`src/rtl/bmp_loader_if.sv`:
```
// SDRAM write port used by bmp_loader: toggle request/acknowledge handshake plus the word address, byte strobes and data.
interface bmp_loader_if #(
  parameter int ADDR_W = 24
);
  logic              port_req;
  logic              port_ack;
  logic [ADDR_W-2:0] port_a;
  logic [1:0]        port_ds;
  logic [15:0]       port_d;
  logic              port_we;

  modport master (
    output port_req, port_a, port_ds, port_d, port_we,
    input  port_ack
  );

  modport slave (
    input  port_req, port_a, port_ds, port_d, port_we,
    output port_ack
  );
endinterface

```
`src/rtl/bmp_loader.sv`:
```
// Streams a 32-bpp BMP file from the ioctl download port, validates its header
// and writes the pixel bytes to SDRAM through a toggle-handshake write port.
module bmp_loader #(
  parameter int ADDR_W = 24
) (
  input  logic         clk_sys,
  input  logic         reset,
  input  logic         ioctl_download,
  input  logic         ioctl_wr,
  input  logic [24:0]  ioctl_addr,
  input  logic [7:0]   ioctl_dout,
  bmp_loader_if.master sdram,
  output logic         bmp_valid,
  output logic         bmp_error,
  output logic [11:0]  bmp_width,
  output logic [11:0]  bmp_height,
  output logic         busy
);

  typedef enum logic [2:0] {IDLE, HEADER, PIXELS, DONE, ERROR} state_t;

  state_t            state_q, state_d;
  logic              download_q;
  logic [23:0]       offset_q, offset_d;
  logic [11:0]       width_q, width_d;
  logic [11:0]       height_q, height_d;
  logic              valid_q, valid_d;
  logic              error_q, error_d;
  logic              busy_q, busy_d;
  logic              port_req_q, port_req_d;
  logic [ADDR_W-2:0] port_a_q, port_a_d;
  logic [1:0]        port_ds_q, port_ds_d;
  logic [15:0]       port_d_q, port_d_d;
  logic              port_we_q, port_we_d;

  state_t            state_cur;
  logic              dl_rise;
  logic              pending;
  logic [ADDR_W-1:0] pix_addr;

  always_comb begin
    state_d   = state_q;
    offset_d  = offset_q;
    width_d   = width_q;
    height_d  = height_q;
    valid_d   = valid_q;
    error_d   = error_q;
    port_req_d = port_req_q;
    port_a_d  = port_a_q;
    port_ds_d = port_ds_q;
    port_d_d  = port_d_q;

    dl_rise  = ioctl_download & ~download_q;
    pending  = port_req_q != sdram.port_ack;
    pix_addr = ADDR_W'(ioctl_addr - {1'b0, offset_q});

    // A new download restarts the loader; a byte strobed on the same edge is
    // handled as the first header byte of that new download.
    state_cur = state_q;
    if (dl_rise) begin
      state_cur = HEADER;
      state_d   = HEADER;
      valid_d   = 1'b0;
      error_d   = 1'b0;
      width_d   = '0;
      height_d  = '0;
      offset_d  = '0;
    end

    case (state_cur)
      HEADER: begin
        if (!ioctl_download) begin
          state_d = ERROR;
        end else if (ioctl_wr) begin
          case (ioctl_addr)
            25'd0:  if (ioctl_dout != 8'h42) state_d = ERROR;
            25'd1:  if (ioctl_dout != 8'h4D) state_d = ERROR;
            25'd10: offset_d[7:0]   = ioctl_dout;
            25'd11: offset_d[15:8]  = ioctl_dout;
            25'd12: offset_d[23:16] = ioctl_dout;
            25'd13: if (ioctl_dout != 8'h00) state_d = ERROR;
            25'd18: width_d[7:0]   = ioctl_dout;
            25'd19: width_d[11:8]  = ioctl_dout[3:0];
            25'd22: height_d[7:0]  = ioctl_dout;
            25'd23: height_d[11:8] = ioctl_dout[3:0];
            25'd28: if (ioctl_dout != 8'd32) state_d = ERROR;
            25'd29: state_d = (offset_d < 24'd30) ? ERROR : PIXELS;
            default: ;
          endcase
        end
      end

      PIXELS: begin
        // After the download window closes, the last write must be acknowledged
        // before the image can be declared complete.
        if (!ioctl_download) begin
          if (!pending) state_d = DONE;
        end else if (ioctl_wr) begin
          if (pending) begin
            state_d = ERROR;
          end else if (ioctl_addr >= {1'b0, offset_q}) begin
            port_req_d = ~port_req_q;
            port_a_d   = pix_addr[ADDR_W-1:1];
            port_ds_d  = {pix_addr[0], ~pix_addr[0]};
            port_d_d   = {ioctl_dout, ioctl_dout};
          end
        end
      end

      default: ;
    endcase

    if (state_d == ERROR) error_d = 1'b1;
    if (state_d == DONE)  valid_d = 1'b1;
    port_we_d = state_d == PIXELS;
    busy_d    = (state_d == HEADER) || (state_d == PIXELS);
  end

  // Reset re-aligns the request toggle with the acknowledge so nothing is left pending.
  always_ff @(posedge clk_sys) begin
    if (reset) begin
      state_q    <= IDLE;
      download_q <= 1'b0;
      offset_q   <= '0;
      width_q    <= '0;
      height_q   <= '0;
      valid_q    <= 1'b0;
      error_q    <= 1'b0;
      busy_q     <= 1'b0;
      port_req_q <= sdram.port_ack;
      port_a_q   <= '0;
      port_ds_q  <= '0;
      port_d_q   <= '0;
      port_we_q  <= 1'b0;
    end else begin
      state_q    <= state_d;
      download_q <= ioctl_download;
      offset_q   <= offset_d;
      width_q    <= width_d;
      height_q   <= height_d;
      valid_q    <= valid_d;
      error_q    <= error_d;
      busy_q     <= busy_d;
      port_req_q <= port_req_d;
      port_a_q   <= port_a_d;
      port_ds_q  <= port_ds_d;
      port_d_q   <= port_d_d;
      port_we_q  <= port_we_d;
    end
  end

  assign sdram.port_req = port_req_q;
  assign sdram.port_a   = port_a_q;
  assign sdram.port_ds  = port_ds_q;
  assign sdram.port_d   = port_d_q;
  assign sdram.port_we  = port_we_q;
  assign bmp_valid      = valid_q;
  assign bmp_error      = error_q;
  assign bmp_width      = width_q;
  assign bmp_height     = height_q;
  assign busy           = busy_q;

endmodule

```
`src/flat_wrapper.sv`:
```
// flat-port wrapper written by rule: the top's interface ports become plain ports
module bmp_loader_flat 
#(
  parameter int ADDR_W = 24
)
  (clk_sys, reset, ioctl_download, ioctl_wr, ioctl_addr, ioctl_dout, bmp_valid, bmp_error, bmp_width, bmp_height, busy, sdram_port_req, sdram_port_a, sdram_port_ds, sdram_port_d, sdram_port_we, sdram_port_ack);
  bmp_loader_if #(.ADDR_W(ADDR_W)) sdram_i ();
  input  logic clk_sys;
  input  logic reset;
  input  logic ioctl_download;
  input  logic ioctl_wr;
  input  logic [24:0] ioctl_addr;
  input  logic [7:0] ioctl_dout;
  output logic bmp_valid;
  output logic bmp_error;
  output logic [11:0] bmp_width;
  output logic [11:0] bmp_height;
  output logic busy;
  output wire logic [$bits(sdram_i.port_req)-1:0] sdram_port_req;
  output wire logic [$bits(sdram_i.port_a)-1:0] sdram_port_a;
  output wire logic [$bits(sdram_i.port_ds)-1:0] sdram_port_ds;
  output wire logic [$bits(sdram_i.port_d)-1:0] sdram_port_d;
  output wire logic [$bits(sdram_i.port_we)-1:0] sdram_port_we;
  input wire logic [$bits(sdram_i.port_ack)-1:0] sdram_port_ack;
  assign sdram_port_req = sdram_i.port_req;
  assign sdram_port_a = sdram_i.port_a;
  assign sdram_port_ds = sdram_i.port_ds;
  assign sdram_port_d = sdram_i.port_d;
  assign sdram_port_we = sdram_i.port_we;
  assign sdram_i.port_ack = sdram_port_ack;
  bmp_loader #(.ADDR_W(ADDR_W)) u_core (.clk_sys(clk_sys), .reset(reset), .ioctl_download(ioctl_download), .ioctl_wr(ioctl_wr), .ioctl_addr(ioctl_addr), .ioctl_dout(ioctl_dout), .sdram(sdram_i), .bmp_valid(bmp_valid), .bmp_error(bmp_error), .bmp_width(bmp_width), .bmp_height(bmp_height), .busy(busy));
endmodule
```
`config.mk`:
```
export PLATFORM = sky130hd
export DESIGN_NAME = bmp_loader_flat
export DESIGN_NICKNAME = d
export VERILOG_FILES = /design/src/rtl/bmp_loader_if.sv /design/src/rtl/bmp_loader.sv /design/src/flat_wrapper.sv
export SDC_FILE = /design/constraint.sdc
export NUM_CORES = 1
export LEC_CHECK = 0
export ABC_AREA = 1
export ABC_CLOCK_PERIOD_IN_PS = 1900
export BUFFER_PORTS_ARGS = -buffer_cell sky130_fd_sc_hd__buf_2
export CORE_MARGIN = 2
export CORE_UTILIZATION = 50
export CTS_CLUSTER_SIZE = 10
export DETAILED_ROUTE_END_ITERATION = 6
export PLACE_DENSITY = 0.79
export SETUP_SLACK_MARGIN = 0.4
export SYNTH_ARGS = -nofsm -noshare
export SYNTH_HDL_FRONTEND = slang
export SYNTH_SLANG_ARGS = --single-unit
```
`constraint.sdc`:
```
create_clock -name clk_sys -period 1.9 [get_ports clk_sys]
set_input_delay 0.095 -clock clk_sys [delete_from_list [all_inputs] [get_ports clk_sys]]
set_output_delay 0.095 -clock clk_sys [all_outputs]
set_load 0.02 [all_outputs]
```
==> results.py, run 1 <==
metrics = {
    "outcome": {
        "outcome": "finished with violations",
        "failed_checks": "design-rule violations, negative setup slack",
    },
    "setup_path": {
        "startpoint_type": "flop",
        "startpoint": "u_core.offset_q[7]",
        "r2r-end": "u_core.sdram.port_a[6]",
        "slowest_delay_ps": 370,
        "critPathBufInv": 3,
        "cp.arrival_ps": 2570,
        "rrSetupSlack_ps": -350,
        "crit_type": "flop to flop",
        "worstReg2RegStart": "u_core.offset_q[7]",
        "cp_top_family": "simple AND/OR/NAND/NOR gates",
        "path_cells": "inv_2, ha_4, nand2_4, nor2_4, nand4_2, o21ai_4, nand3_2, nand3_4, nand2_8, clkinv_8, buf_6, o21ai_1, a21oi_1",
        "cpMaxStageDelayCell": "dfxtp_1",
        "ff2ff_path_depth": 13,
        "crit_required_ps": 2220,
        "crit_fanout": 8,
        "endpoint_kind": "flop",
    },
    "detailed_routing": {
        "drtPass1Iterations": 7,
        "wl_per_cell_um": 20.1,
        "wirelength_um": 23300,
        "vias": 6928,
        "avgViaCountPerCell": 5.97,
        "first_iter_violations": 866,
        "drcViolationCount": 4,
        "ant_nets": 0,
    },
    "yosys": {
        "yosys_warnings": 0,
        "synthFlopType": "dfxtp_1",
        "synth_area_per_cell_um2": 7.16,
        "synth_edf_count": 1,
        "synth.distinct_cells": 49,
        "ys_async_sr_fraction_pct": 0,
        "netlist_instances": 769,
        "syn-cell-area_mm2": 0.00551,
        "syn_nets": 832,
        "yosysSeqAreaShare_pct": 32.9,
        "synth-seq-cells": 90,
    },
    "clock_tree": {
        "clkTransAtPathRegs_ps": 100,
        "cts_made_buffers": 9,
        "cts_sinks": 90,
        "cts_root_buffer": "clkbuf_8",
        "clk_latency_ps": 400,
        "cts_buffer_depth": 2,
        "cts_max_level": 3,
        "cts_tree": "yes",
    },
    "die": {
        "core_area_mm2": 0.0108,
        "die_x_um": 109,
        "row_count": 38,
        "die_area_mm2": 0.0119,
        "die_y_um": 109,
        "initial_core_util_pct": 51.0,
        "ios": 108,
    },
    "min_path": {
        "min_from": "sdram_port_ack",
        "whs_endpoint": "u_core.sdram.port_req",
        "hold_path.class": "primary input to flop",
        "whs_path_depth": 3,
    },
    "sta": {
        "max_freq_mhz": 444,
        "finalHoldViolCount": 0,
        "finClkSkew_ps": 19.2,
        "layout_setup_ws_ps": -354,
        "rsz0062_at_grt": "true",
        "maxSlewViolCount": 0,
        "post-route-period-util_pct": 119,
        "worst_pin_slew_ps": 620,
        "max_slew_margin_pct": 58.4,
        "min_period_ps": 2250,
        "setup_viol": 39,
    },
    "layout": {
        "antennaDiodeCount": 0,
        "layout-drive-gt1-share_pct": 50.6,
        "seqCellArea_mm2": 0.00183,
        "fin_area_mm2": 0.00888,
        "multi_input_area_mm2": 0.00435,
        "layout.nets": 1078,
        "fillers": 585,
        "syn_to_final_growth_pct": 61.2,
        "final_cells": 1160,
    },
    "grt": {
        "grt_pass1_wl_um": 32000,
        "overflow": 0,
        "grt_max_degree": 33,
        "grt_usage_pct": 34.8,
        "antenna_found_initial": 0,
        "grt_pass1_vias": 6380,
    },
    "power_and_ir_drop": {
        "p_seq_share_pct": 43.2,
        "intPower_w": 0.00299,
        "cellLeakagePower_nw": 3.87,
        "report.power.total_w": 0.00442,
        "worst_ir_drop_vdd_mv": 0.528,
        "p_clk_share_pct": 31.3,
        "comb_power_share_pct": 25.5,
        "cellPowerDensity_mw_per_mm2": 498,
        "switching_share_pct": 32.2,
        "switchingPower_w": 0.00142,
    },
    "job": {
        "drv_cap": 0,
    },
    "place": {
        "routabilityCongestion": 0.985,
        "io_buffers": 107,
        "dp_cells": 1098,
        "dp_hpwl_um": 13300,
        "place_area_mm2": 0.00724,
        "post-place-ws_ps": -391,
    },
}
==> power by group through the flow <==
stage,clock network [W],registers (W),logic [W]
after global routing,0.00145,0.00191,0.00117
after detailed placement,0,0.00195,0.000779
after CTS,0.00136,0.00191,0.000958
final,0.00138,0.00191,0.00112
after floorplan,0,0.00196,0.000418
after global placement,0,0.00195,0.000772
==> logic make-up after synthesis <==
family / count (synthesis) / share of synthesized area, %
flip-flops: 90 / 32.9
buffers and inverters: 121 / 9.86
XOR/XNOR: 23 / 3.66
AND/OR/NAND/NOR: 304 / 25.7
adder cells (fa/ha/maj): 25 / 5.82
AO/OA/AOI/OAI: 206 / 22.1
==> flip-flops by register name, indices dropped and copies added (netlist names) <==
name and cells:
u_core.sdram.port_we 1, u_core.bmp_width 12, u_core.sdram.port_a 23, u_core.busy 1, u_core.offset_q 24, u_core.bmp_valid 1, u_core.state_q 3, u_core.download_q 1
u_core.bmp_error 1, u_core.bmp_height 12, u_core.sdram.port_d 8, u_core.sdram.port_ds 2, u_core.sdram.port_req 1
==> Yosys cell counts (all sizes together) (3+ instances only) <==
cell	number	share of area, %
o21ai	86	7.9
xor2	11	1.7
buf	23	3.1
a31oi	3	0.34
clkbuf	15	1.0
nand4	9	1.1
a21oi	73	6.7
ha	24	5.5
nand2	129	9.3
a221oi	17	3.0
nor2	105	8.1
inv	83	5.7
dfxtp	89	32
a211oi	8	1.1
nor3	14	1.6
nor4	7	1.6
o211a	9	1.6
a21o	4	0.55
nand3	38	3.7
xnor2	12	1.9
==> through the flow <==
stage | utilization, % | TNS [ps] | hold WS, ps
6_report | 82.3 | -9640 | 12.9
5_1_grt | 82.3 | -13640 | 31.4
4_1_cts | 77.0 | -7250 | 2.53
3_5_place_dp | 67.1 | -11890 | 423
3_3_place_gp | 67.1 | -10030 | 408
2_1_floorplan | - | 0 | 244
==> worst min-delay path: stages <==
cell	delay, ps
buf_2	100
nand2_1	50
o21ai_0	60
==> metal layers <==
layer  part of all wire, %  global-route usage, %  vias up
met5                     0                      0        -
met4                   6.5                   18.3        0
met3                   9.9                   5.32      146
met2                    46                   55.3      505
met1                    38                   45.4     3177
li1                      -                      -     3100
==> worst max-delay path by stage <==
stage / to / slack, ps / cells after the start
after floorplan: u_core.sdram.port_a[19] / 40 / 9
after global placement: u_core.sdram.port_a[18] / -330 / 13
after detailed placement: u_core.sdram.port_a[17] / -390 / 13
after CTS: u_core.sdram.port_a[17] / -250 / 13
after global routing: u_core.sdram.port_a[11] / -480 / 10
final: u_core.sdram.port_a[6] / -350 / 13
==> placed cells by master, fill, tap and decap left out, types with 4 or more instances in the layout <==
master | Yosys | routed
inv_1 | 78 | 65
dfxtp_2 | 0 | 18
a21o_1 | 4 | 4
a221oi_2 | 3 | 14
inv_2 | 4 | 15
nand4_1 | 8 | 8
ha_4 | 0 | 22
nand3_1 | 35 | 29
buf_6 | 5 | 26
xnor2_1 | 12 | 12
buf_2 | 8 | 107
o21ai_0 | 44 | 16
nand2_1 | 120 | 96
nor2_1 | 95 | 76
nor2_2 | 6 | 7
clkbuf_8 | 0 | 9
a21oi_2 | 1 | 23
nand2_2 | 8 | 19
a21oi_1 | 72 | 46
o21ai_2 | 1 | 27
buf_4 | 10 | 126
a21oi_4 | 0 | 4
nand2_4 | 1 | 9
nor3_1 | 12 | 8
buf_12 | 0 | 4
nor2_4 | 3 | 21
nand3_2 | 3 | 6
nand2_8 | 0 | 8
o211a_1 | 9 | 9
o21ai_4 | 0 | 4
o21ai_1 | 41 | 39
xor2_1 | 11 | 11
a211oi_2 | 0 | 7
dfxtp_1 | 89 | 71
==> what timing repair did <==
item,in CTS,in global routing
endpoints found under the hold margin,0,0
endpoints found under the setup margin,89,89
hold buffers,0,0
buffers inserted,25,13
cloned,5,3
resized for setup,167,99
pin swaps,37,42
==> final cells by class <==
type / count / share of cell area, %
clock buffer: 10 / 1.44
clock inverter: 6 / 0.761
inverter: 83 / 3.76
multi-input combinational: 561 / 49.0
sequential: 90 / 20.7
tap: 140 / 1.97
timing repair buffer: 269 / 22.3
timing repair inverter: 1 / 0.0987
Note: power is estimated with default switching activity, not from simulation.
==> run 2, diff against run 1 <==
CORE_MARGIN = 10   (was 2)
==> run 2 against run 1 <==
Via count decreased by 2.6%. Setup slack improved by 28 ps. Maximum frequency increased by 1.3%. Global-route usage decreased by 9.1 points. The flow finishes with violations (negative setup slack). Combinational power decreased by 5%. Sequential share of layout area increased by 0.28 points. Non-clock buffer count decreased by 9. Die area increased by 32%.
==> results.py, run 2 (same netlist as run 1, synthesis figures left out) <==
metrics = {
    "outcome": {
        "outcome": "finished with violations",
        "failed_checks": "negative setup slack",
    },
    "min_path": {
        "hold_path.class": "primary input to flop",
    },
    "setup_path": {
        "path_common_cell": "nand2_2",
        "cp.arrival_ps": 2560,
        "crit_required_ps": 2230,
        "path_cells": "inv_1, ha_4, nand2_2, nor2_4, nand2_2, nor4_4, nand3_2, nand3_4, nand2_8, inv_12, clkbuf_16, o21ai_1, a21oi_1",
        "endpoint_kind": "flop",
        "crit_fanout": 8,
        "crit_type": "flop to flop",
        "startpoint_type": "flop",
        "cpMaxStageDelayCell": "dfxtp_2",
        "slowest_delay_ps": 350,
    },
    "clock_tree": {
        "cts_sinks": 90,
        "cts_tree": "yes",
        "cts_max_level": 3,
        "cts_buffer_depth": 2,
        "cts_made_buffers": 9,
        "clkTransAtPathRegs_ps": 100,
        "clk_latency_ps": 400,
        "cts_root_buffer": "clkbuf_8",
    },
    "sta": {
        "layout_setup_ws_ps": -326,
        "maxSlewViolCount": 0,
        "post-route-period-util_pct": 117,
        "min_period_ps": 2230,
        "max_freq_mhz": 449,
        "finClkSkew_ps": 11.2,
        "rsz0062_at_grt": "true",
        "setup_tns_ps": -9330,
        "max_slew_margin_pct": 49.9,
        "worst_pin_slew_ps": 746,
        "setup_viol": 38,
        "worst_hold_slack_ps": 37.1,
        "finalHoldViolCount": 0,
    },
    "grt": {
        "antenna_found_initial": 0,
        "grt_max_degree": 60,
        "grt_pass1_wl_um": 33500,
        "grt_usage_pct": 25.6,
        "grt_pass1_vias": 6472,
        "overflow": 0,
    },
    "die": {
        "die_area_mm2": 0.0156,
        "initial_core_util_pct": 51.0,
        "ios": 108,
        "core_area_mm2": 0.0108,
        "row_count": 38,
        "die_y_um": 125,
        "die_x_um": 125,
    },
    "layout": {
        "final_common_cell": "buf_4",
        "utilization_pct": 81.3,
        "top_register": "u_core.offset_q",
        "largest_reg_flops": 24,
        "final_cell_mix": "buf_4, buf_2, nand2_1",
        "layout-drive-gt1-share_pct": 49.7,
        "layout.nets": 1070,
        "syn_to_final_growth_pct": 59.3,
        "fillers": 638,
        "antennaDiodeCount": 0,
    },
    "detailed_routing": {
        "drcViolationCount": 0,
        "vias": 6748,
        "ant_nets": 0,
        "wirelength_um": 22100,
        "drtPass1Iterations": 6,
        "avgViaCountPerCell": 5.86,
        "first_iter_violations": 628,
        "wl_per_cell_um": 19.2,
    },
    "power_and_ir_drop": {
        "cellLeakagePower_nw": 3.85,
        "cellPowerDensity_mw_per_mm2": 497,
        "worst_ir_drop_vdd_mv": 0.601,
    },
    "place": {
        "dp_hpwl_um": 14200,
        "io_buffers": 107,
        "routabilityCongestion": 0.980,
    },
    "job": {
        "drv_cap": 0,
    },
}
[run 2: power breakdown]
group	internal, W	total (W)	switching [W]	leakage (nW)
Combinational	0.000453	0.00106	0.000611	3.01
Clock	0.000613	0.00139	0.000772	0.101
Sequential	0.00190	0.00191	0.00000843	0.737
Total	0.00297	0.00436	0.00139	3.85
[run 2: routing by layer]
| layer | vias to the layer above | GRT usage, % | part of all wire [%] |
|---|---|---|---|
| met5 | - | 0 | 0 |
| met4 | 0 | 14.6 | 5.4 |
| met3 | 111 | 6.08 | 9.3 |
| met2 | 385 | 39.7 | 45 |
| met1 | 3168 | 32.1 | 40 |
| li1 | 3084 | - | - |
[run 2: worst max-delay path, delay by kind of cell, from the launching register on]
| kind | cells | cell delay [ps] |
|---|---|---|
| simple gates | 7 | 920 |
| buf+inv | 3 | 380 |
| flops | 1 | 350 |
| fa+ha+maj | 1 | 310 |
| compound gates | 2 | 190 |
[run 2: through the flow]
step / total power, W / instance area (µm²) / instances / worst slack (ps)
2_1_floorplan: 0.00237 / 5830 / 769 / 41.0
3_3_place_gp: 0.00272 / 7230 / 1098 / -354
3_5_place_dp: 0.00273 / 7230 / 1098 / -367
4_1_cts: 0.00422 / 8320 / 1137 / -177
5_1_grt: 0.00449 / 8770 / 1152 / -387
6_report: 0.00436 / 8770 / 1152 / -326
[run 2: area by class of cell]
class	count	area, µm²	share of cell area [%]
Clock inverter	6	66.3	0.756
Tap cell	140	175	2.00
Inverter	83	334	3.81
Clock buffer	10	128	1.45
Timing Repair inverter	1	11.3	0.128
Timing Repair Buffer	260	1910	21.8
Multi-Input combinational cell	562	4310	49.1
Sequential cell	90	1840	20.9
[run 2: path summary, 6_finish.rpt]
| check | startpoint | endpoint | slack (ps) | cells after the start |
|---|---|---|---|---|
| worst min-delay path | reset | u_core.offset_q[3] | 40 | 2 |
| worst min register to register | u_core.bmp_width[7] | u_core.bmp_width[7] | 470 | 2 |
| worst max register to register | u_core.offset_q[9] | u_core.sdram.port_a[16] | -330 | 13 |
| worst max-delay path | u_core.offset_q[9] | u_core.sdram.port_a[16] | -330 | 13 |
[run 2: what timing repair did]
action	4_1_cts	5_1_grt
endpoints found under the hold margin	1	0
cloned	5	2
gates resized for setup	162	84
setup endpoints to repair	88	89
pin swaps	19	22
hold buffers	1	0
buffers inserted	17	13
